===== config.mk =====
export PLATFORM = sky130hd
export DESIGN_NAME = alu_arbiter_flat
export DESIGN_NICKNAME = d
export VERILOG_FILES = /design/src/rtl/alu_arbiter_if.sv /design/src/rtl/alu_arbiter.sv /design/src/flat_wrapper.sv
export SDC_FILE = /design/constraint.sdc
export NUM_CORES = 1
export LEC_CHECK = 0
export CORE_ASPECT_RATIO = 1.5
export CORE_MARGIN = 2
export CORE_UTILIZATION = 44
export DETAILED_ROUTE_END_ITERATION = 8
export HOLD_SLACK_MARGIN = 0.15
export PLACE_DENSITY = 0.85
export RECOVER_POWER = 50
export SLEW_MARGIN = 20
export SYNTH_ARGS = -nofsm -noshare
export SYNTH_HDL_FRONTEND = slang
export SYNTH_SLANG_ARGS = --single-unit

===== constraint.sdc =====
create_clock -name clk -period 2.07 [get_ports clk]
set_input_delay 0.414 -clock clk [delete_from_list [all_inputs] [get_ports clk]]
set_output_delay 0.414 -clock clk [all_outputs]
set_load 0.05 [all_outputs]

===== src/rtl/alu_arbiter_if.sv =====
// alu_arbiter_if: request, shared-ALU and response bundle for the two-port ALU arbiter
interface alu_arbiter_if;
  logic       req0_valid;
  logic       req1_valid;
  logic [2:0] req0_func;
  logic [2:0] req1_func;
  logic [3:0] req0_a;
  logic [3:0] req1_a;
  logic       req0_ready;
  logic       req1_ready;
  logic [2:0] alu_func;
  logic [3:0] alu_a;
  logic [3:0] alu_b;
  logic [7:0] alu_result;
  logic [7:0] acc;
  logic       resp_valid;
  logic       resp_id;
  logic [7:0] resp_data;
  logic       busy;
  logic [7:0] txn_count;
  modport master (
    output req0_valid, req1_valid, req0_func, req1_func, req0_a, req1_a, alu_result,
    input  req0_ready, req1_ready, alu_func, alu_a, alu_b, acc, resp_valid, resp_id,
           resp_data, busy, txn_count
  );
  modport slave (
    input  req0_valid, req1_valid, req0_func, req1_func, req0_a, req1_a, alu_result,
    output req0_ready, req1_ready, alu_func, alu_a, alu_b, acc, resp_valid, resp_id,
           resp_data, busy, txn_count
  );
endinterface


===== src/rtl/alu_arbiter.sv =====
// alu_arbiter: round-robin arbiter sharing one ALU and an 8-bit accumulator between two requesters
module alu_arbiter (
  input logic         clk,
  input logic         rst,
  alu_arbiter_if.slave bus
);
  localparam logic [1:0] IDLE = 2'd0;
  localparam logic [1:0] EXEC = 2'd1;
  localparam logic [1:0] RESP = 2'd2;
  logic [1:0] state;
  logic       last_grant;
  logic       lat_id;
  logic [2:0] lat_func;
  logic [3:0] lat_a;
  logic [7:0] acc_q;
  logic [7:0] resp_data_q;
  logic [7:0] txn_q;
  logic       gnt0;
  logic       gnt1;
  logic [7:0] acc_next;
  // grant in IDLE only; on a tie the requester not granted last wins
  always_comb begin
    gnt0 = state == IDLE && bus.req0_valid && (!bus.req1_valid || last_grant);
    gnt1 = state == IDLE && bus.req1_valid && (!bus.req0_valid || !last_grant);
    acc_next = lat_func == 3'd6 ? acc_q : bus.alu_result;
  end
  assign bus.req0_ready = gnt0;
  assign bus.req1_ready = gnt1;
  assign bus.alu_func   = state == EXEC ? lat_func : 3'd0;
  assign bus.alu_a      = state == EXEC ? lat_a : 4'd0;
  assign bus.alu_b      = acc_q[3:0];
  assign bus.acc        = acc_q;
  assign bus.resp_valid = state == RESP;
  assign bus.resp_id    = lat_id;
  assign bus.resp_data  = resp_data_q;
  assign bus.busy       = state != IDLE;
  assign bus.txn_count  = txn_q;
  // IDLE -> EXEC on transfer, EXEC -> RESP loads acc, RESP -> IDLE counts the transaction
  always_ff @(posedge clk or posedge rst) begin
    if (rst) begin
      state       <= IDLE;
      last_grant  <= 1'b1;
      lat_id      <= 1'b0;
      lat_func    <= 3'd0;
      lat_a       <= 4'd0;
      acc_q       <= 8'd0;
      resp_data_q <= 8'd0;
      txn_q       <= 8'd0;
    end else if (gnt0 || gnt1) begin
      state      <= EXEC;
      lat_func   <= gnt1 ? bus.req1_func : bus.req0_func;
      lat_a      <= gnt1 ? bus.req1_a : bus.req0_a;
      lat_id     <= gnt1;
      last_grant <= gnt1;
    end else if (state == EXEC) begin
      state       <= RESP;
      acc_q       <= acc_next;
      resp_data_q <= acc_next;
    end else if (state == RESP) begin
      state <= IDLE;
      txn_q <= txn_q + 8'd1;
    end
  end
endmodule


===== src/flat_wrapper.sv =====
// flat-port wrapper written by rule: the top's interface ports become plain ports
module alu_arbiter_flat 
  (clk, rst, bus_req0_valid, bus_req1_valid, bus_req0_func, bus_req1_func, bus_req0_a, bus_req1_a, bus_alu_result, bus_req0_ready, bus_req1_ready, bus_alu_func, bus_alu_a, bus_alu_b, bus_acc, bus_resp_valid, bus_resp_id, bus_resp_data, bus_busy, bus_txn_count);
  alu_arbiter_if bus_i ();
  input logic clk;
  input logic rst;
  input wire logic [$bits(bus_i.req0_valid)-1:0] bus_req0_valid;
  input wire logic [$bits(bus_i.req1_valid)-1:0] bus_req1_valid;
  input wire logic [$bits(bus_i.req0_func)-1:0] bus_req0_func;
  input wire logic [$bits(bus_i.req1_func)-1:0] bus_req1_func;
  input wire logic [$bits(bus_i.req0_a)-1:0] bus_req0_a;
  input wire logic [$bits(bus_i.req1_a)-1:0] bus_req1_a;
  input wire logic [$bits(bus_i.alu_result)-1:0] bus_alu_result;
  output wire logic [$bits(bus_i.req0_ready)-1:0] bus_req0_ready;
  output wire logic [$bits(bus_i.req1_ready)-1:0] bus_req1_ready;
  output wire logic [$bits(bus_i.alu_func)-1:0] bus_alu_func;
  output wire logic [$bits(bus_i.alu_a)-1:0] bus_alu_a;
  output wire logic [$bits(bus_i.alu_b)-1:0] bus_alu_b;
  output wire logic [$bits(bus_i.acc)-1:0] bus_acc;
  output wire logic [$bits(bus_i.resp_valid)-1:0] bus_resp_valid;
  output wire logic [$bits(bus_i.resp_id)-1:0] bus_resp_id;
  output wire logic [$bits(bus_i.resp_data)-1:0] bus_resp_data;
  output wire logic [$bits(bus_i.busy)-1:0] bus_busy;
  output wire logic [$bits(bus_i.txn_count)-1:0] bus_txn_count;
  assign bus_i.req0_valid = bus_req0_valid;
  assign bus_i.req1_valid = bus_req1_valid;
  assign bus_i.req0_func = bus_req0_func;
  assign bus_i.req1_func = bus_req1_func;
  assign bus_i.req0_a = bus_req0_a;
  assign bus_i.req1_a = bus_req1_a;
  assign bus_i.alu_result = bus_alu_result;
  assign bus_req0_ready = bus_i.req0_ready;
  assign bus_req1_ready = bus_i.req1_ready;
  assign bus_alu_func = bus_i.alu_func;
  assign bus_alu_a = bus_i.alu_a;
  assign bus_alu_b = bus_i.alu_b;
  assign bus_acc = bus_i.acc;
  assign bus_resp_valid = bus_i.resp_valid;
  assign bus_resp_id = bus_i.resp_id;
  assign bus_resp_data = bus_i.resp_data;
  assign bus_busy = bus_i.busy;
  assign bus_txn_count = bus_i.txn_count;
  alu_arbiter u_core (.clk(clk), .rst(rst), .bus(bus_i));
endmodule

### After elaboration in Yosys (flattened, before gate mapping)

Index checks and enable logic that the tools add are counted.

| word-level totals | value |
|---|---|
| flip-flop bits (word level) | 27 |
| input port bits | 26 |

| cells by class | value |
|---|---|
| add/subtract/negate cells | 1 |
| equality and inequality tests | 3 |
| multiplexer cells | 7 |
| bitwise gates (word level) | 3 |
| reductions and logical operators | 15 |

Operators with widths:

| operator | count |
|---|---|
| $add 8x1->8 const B | 1 |
| $mux 4 | 2 |
| $mux 2 | 3 |
| $mux 3 | 2 |
| $reduce_and 3->1 | 2 |
| $logic_and 1x1->1 | 4 |
| $eq 3x3->1 const B | 1 |
| $logic_not 1->1 | 3 |
| $logic_or 1x1->1 | 3 |
| $not 1->1 | 3 |
| $reduce_bool 3->1 | 1 |
| $eq 2x1->1 const B | 1 |
| $eq 2x2->1 const B | 1 |
| $logic_not 2->1 | 1 |
| $reduce_bool 2->1 | 1 |

### Logic depth before layout (Yosys ltp)

| depth | value |
|---|---|
| depth in word-level cells | 6 |
| gate-level depth with buffers | 4 |

### Worst setup path before layout

Ideal clock, no wire load.

| timing path | value |
|---|---|
| path type | flip-flop to output port |
| from | register u_core.state[1] |
| to | output port bus_req0_ready |
| data arrival time | 1.538 ns |
| data required time | 1.656 ns |
| setup slack | 0.118 ns |
| stages on the path, launching flop included | 4 |
| buffers on the path | 0 |
| cells stage by stage | dfrtp_1 -> nor2_1 -> nand2_1 -> a21oi_1 |

| between the ends | value |
|---|---|
| word-level cells in the longest chain between the ends | 3 |

RTL lines:

| what | line | source |
|---|---|---|
| start, declared | alu_arbiter.sv:10 | `logic [1:0] state;` |
| start signal, assigned | alu_arbiter.sv:41 | `state <= IDLE;` |
| start signal, assigned | alu_arbiter.sv:50 | `state <= EXEC;` |
| start signal, assigned | alu_arbiter.sv:56 | `state <= RESP;` |
| $logic_not 2->1 | alu_arbiter.sv:23 | `gnt0 = state == IDLE && bus.req0_valid && (!bus.req1_valid \|\| last_grant);` |
| $logic_and 1x1->1 (2 in a row) | alu_arbiter.sv:23 |  |
| end, declared | flat_wrapper.sv:14 | `output wire logic [$bits(bus_i.req0_ready)-1:0] bus_req0_ready;` |

Every way passes these cells.

### Worst setup path in the final report

| timing path | value |
|---|---|
| from | register u_core.txn_q[2], in the netlist u_core.bus.txn_count[2] |
| to | output port bus_txn_count[2] |

RTL lines:

| what | line | source |
|---|---|---|
| start, declared | alu_arbiter.sv:17 | `logic [7:0] txn_q;` |
| start signal, assigned | alu_arbiter.sv:61 | `txn_q <= txn_q + 8'd1;` |
| end, declared | flat_wrapper.sv:24 | `output wire logic [$bits(bus_i.txn_count)-1:0] bus_txn_count;` |

No word-level cell between the ends.

==> results by group <==
Cells and area
  – Top library cells by usage in the layout, fill and taps aside: clkdlybuf4s50_1, dfrtp_1, inv_1, buf_12
  – Leading cell type in the layout, fill and taps excluded: clkdlybuf4s50_1
  – Synthesis-to-finish area growth: 53.5%
  – Antenna Diode Count: 0
  – Final layout net count: 212
  – Fill cell total of the finished layout: around 210
  – Fraction of layout instances using a drive strength above 1: about 22%
  – Sequential cell area: about 680 sq um
  – Multi-input logic area: about 540 sq um

Synth
  – Yosys reg bits: 27
  – Area fraction of the dominant cell type after synthesis: a little under half
  – Largest cells by area after synthesis: dfrtp_1, mux2_2, buf_4, and2_2, nand3_1
  – Synthesized area per cell: 11.0 sq um
  – Syn Nets: ~150
  – Largest area contributor in the netlist: dfrtp_1
  – Portion of the post-synthesis area used by sequential elements: 48.7%
  – Leading register cell type out of synthesis: dfrtp_1
  – Count of warnings emitted by yosys: 0
  – Post-Syn Instances: between 100 and 150
  – Count of flip-flops with a built-in enable after synthesis: 0
  – Post-synth cell types: 29
  – Synth async-reset ratio: 100%
  – Area of the mapped netlist: 0.00139 sq mm

Critical path
  – Crit-path slowest cell: clkdlybuf4s50_1
  – Worst Path Buf+Inv: 1
  – Register-to-register path setup slack: 0.51 ns
  – Setup crit end kind: output pin
  – Peak fanout along the critical path: 5
  – Type of the setup path with the least slack: reg2out
  – End of the worst register-to-register path: u_core.bus.acc[7]
  – Element type at the critical path start: flop
  – CP peak stage delay: roughly 0.84 ns
  – Endpoint arrival time on the critical path: 1.55 ns
  – Data required time at the worst endpoint: between 1.5 and 2 ns
  – Worst-case reg-to-reg path depth: 3
  – Ordered cell list for the critical path: clkdlybuf4s50_1
  – Cell family contributing the most delay on the critical path: buffers and inverters
  – Critical register-to-register path startpoint: u_core.state[0]

Detailed routing
  – Count of TritonRoute iterations in the first routing pass: 4
  – Total detailed-routing wirelength: approximately 2.9 mm
  – Detailed router's first-iteration violation count: 22
  – Residual antenna-violating net count after detailed routing: 0
  – Total number of vias: about 1.1k
  – Wirelength per Cell: roughly 13 um
  – Vias per cell: 5.00
  – Detailed-route DRC error count: 0

Worst hold path
  – Type of the worst min-delay path: reg2reg
  – Endpoint of the worst hold-timing path: u_core.bus.txn_count[7]
  – WHS Path Cells: 1
  – Hold path startpoint: u_core.bus.txn_count[7]

STA
  – Final hold violation count: 0
  – Slew of the pin with the lowest slew margin: 0.996 ns
  – Max Clock Freq: slightly above 500 MHz
  – Max_slew headroom: about a third
  – Pins over their slew limit: 0
  – Final Critical Period: around 2.0 ns
  – Final worst path period share: 94.7%
  – Count of endpoints failing setup in the final report: 0
  – RSZ-0062 raised after global routing: false
  – Sum of negative setup slack: 0 ns
  – Post-route setup slack: approximately 0.11 ns
  – Worst Skew: about 0.0045 ns

Clock network
  – Count of H-tree levels built during CTS: 1
  – CTS tree: yes
  – Hold_buf cts: 0
  – Num Clock Sinks: 27
  – Total CTS buffers: 3
  – Latest clock arrival within the worst-skew pair: roughly 0.27 ns
  – Clock transition at the registers of the reported paths: 0.09 ns
  – Max clock buf depth: 2
  – Root Buffer: clkbuf_8

Floorplanning
  – Die Y-Extent: approximately 73 um
  – Overall die area: 0.00364 sq mm
  – Starting density of the core: between 40% and 50%
  – Die span in x: ~50 um
  – Standard cell core area: roughly 0.0031 sq mm
  – I/O Pins: 66
  – Number of standard-cell rows in the floorplan: 25

Placement
  – Half-perimeter wire length after detailed placement: roughly 2.4 mm
  – Buffers added on ports: 65
  – Worst setup slack before clock tree synthesis: 0.131 ns
  – Routability-driven placement congestion ratio: between 0.7 and 0.8

Global routing
  – Largest net degree at the start of global routing: 16
  – Tot GR Track Use: about 18%
  – Global-route wire length before repair: between 4 and 5 mm
  – Number of antenna violations at the first check in global routing: 0
  – Via count of the first global-routing pass: roughly 1.1k
  – Total congestion overflow: 0

Flow run
  – Maxcap violations: 0

Status
  – Run status: finished clean
-- area by class of cell --
class / count / share of cell area, %
clock buffer: 3 / 1.93
clock inverter: 1 / 0.234
inverter: 11 / 1.93
multi-input combinational: 73 / 25.2
sequential: 27 / 31.7
tap: 40 / 2.34
timing repair buffer: 69 / 36.7
-- per-stage QoR --
stage               instance area, sq um  std cells  hold slack, ns  utilization (%)
floorplan                           1390        126           0.466                -
global placement                    2120        220           0.460             68.6
detailed placement                  2120        220           0.471             68.6
CTS                                 2170        224           0.487             70.1
global route                        2140        224           0.527             69.0
finish                              2140        224           0.480             69.0
-- synthesized netlist by cell type, types with 2 or more instances --
library cell,instances
nand2_1,8
inv_1,11
nor2_1,4
o311ai_1,5
mux2_2,9
o311ai_2,2
nor3_1,3
o21ai_0,7
buf_6,2
xor2_1,4
dfrtp_1,26
buf_4,12
and2_2,7
nand3_1,9
xnor2_1,3
-- worst max path at each step --
stage,slack [ns],cells after the start,to,from
after detailed placement,0.13,4,bus_req0_ready,bus_req0_valid
after floorplan,0.12,3,bus_req0_ready,u_core.state[1]
after global routing,0.06,1,bus_txn_count[2],u_core.bus.txn_count[2]
after CTS,0.04,4,bus_req0_ready,u_core.state[0]
final,0.11,1,bus_txn_count[2],u_core.bus.txn_count[2]
after global placement,0.20,4,bus_req1_ready,bus_req1_valid
-- kinds of logic after synthesis --
kind of cell	synth area share, %
AOI/OAI and AO/OA	11.2
DFF	48.7
adders and majority gates	0.899
muxes	7.28
and+or+nand+nor	15.9
buffers and inverters	11.7
xor gates and xnor gates	4.41
-- what timing repair did --
| item | CTS | global route |
|---|---|---|
| gates resized for setup | 0 | 1 |
| setup endpoints to repair | 0 | 1 |
| buffers inserted | 0 | 0 |
-- sequential cells by signal, indices dropped and copies added (netlist names) --
register              cells
u_core.bus.resp_id        1
u_core.lat_func           3
u_core.last_grant         1
u_core.bus.acc            8
u_core.state              2
u_core.lat_a              4
u_core.bus.txn_count      8
-- per-layer routing --
metal	part of all wire, %	global-route usage [%]	routed length (um)	up-vias
met4	1.3	6.48	37	0
met1	38	19.5	1100	528
met3	6.7	3.48	196	4
li1	-	-	-	534
met5	0	0	0	-
met2	55	33.0	1610	54
Power is not shown: default switching activity piles up to over one toggle a cycle in this logic, so the estimate is an artifact.
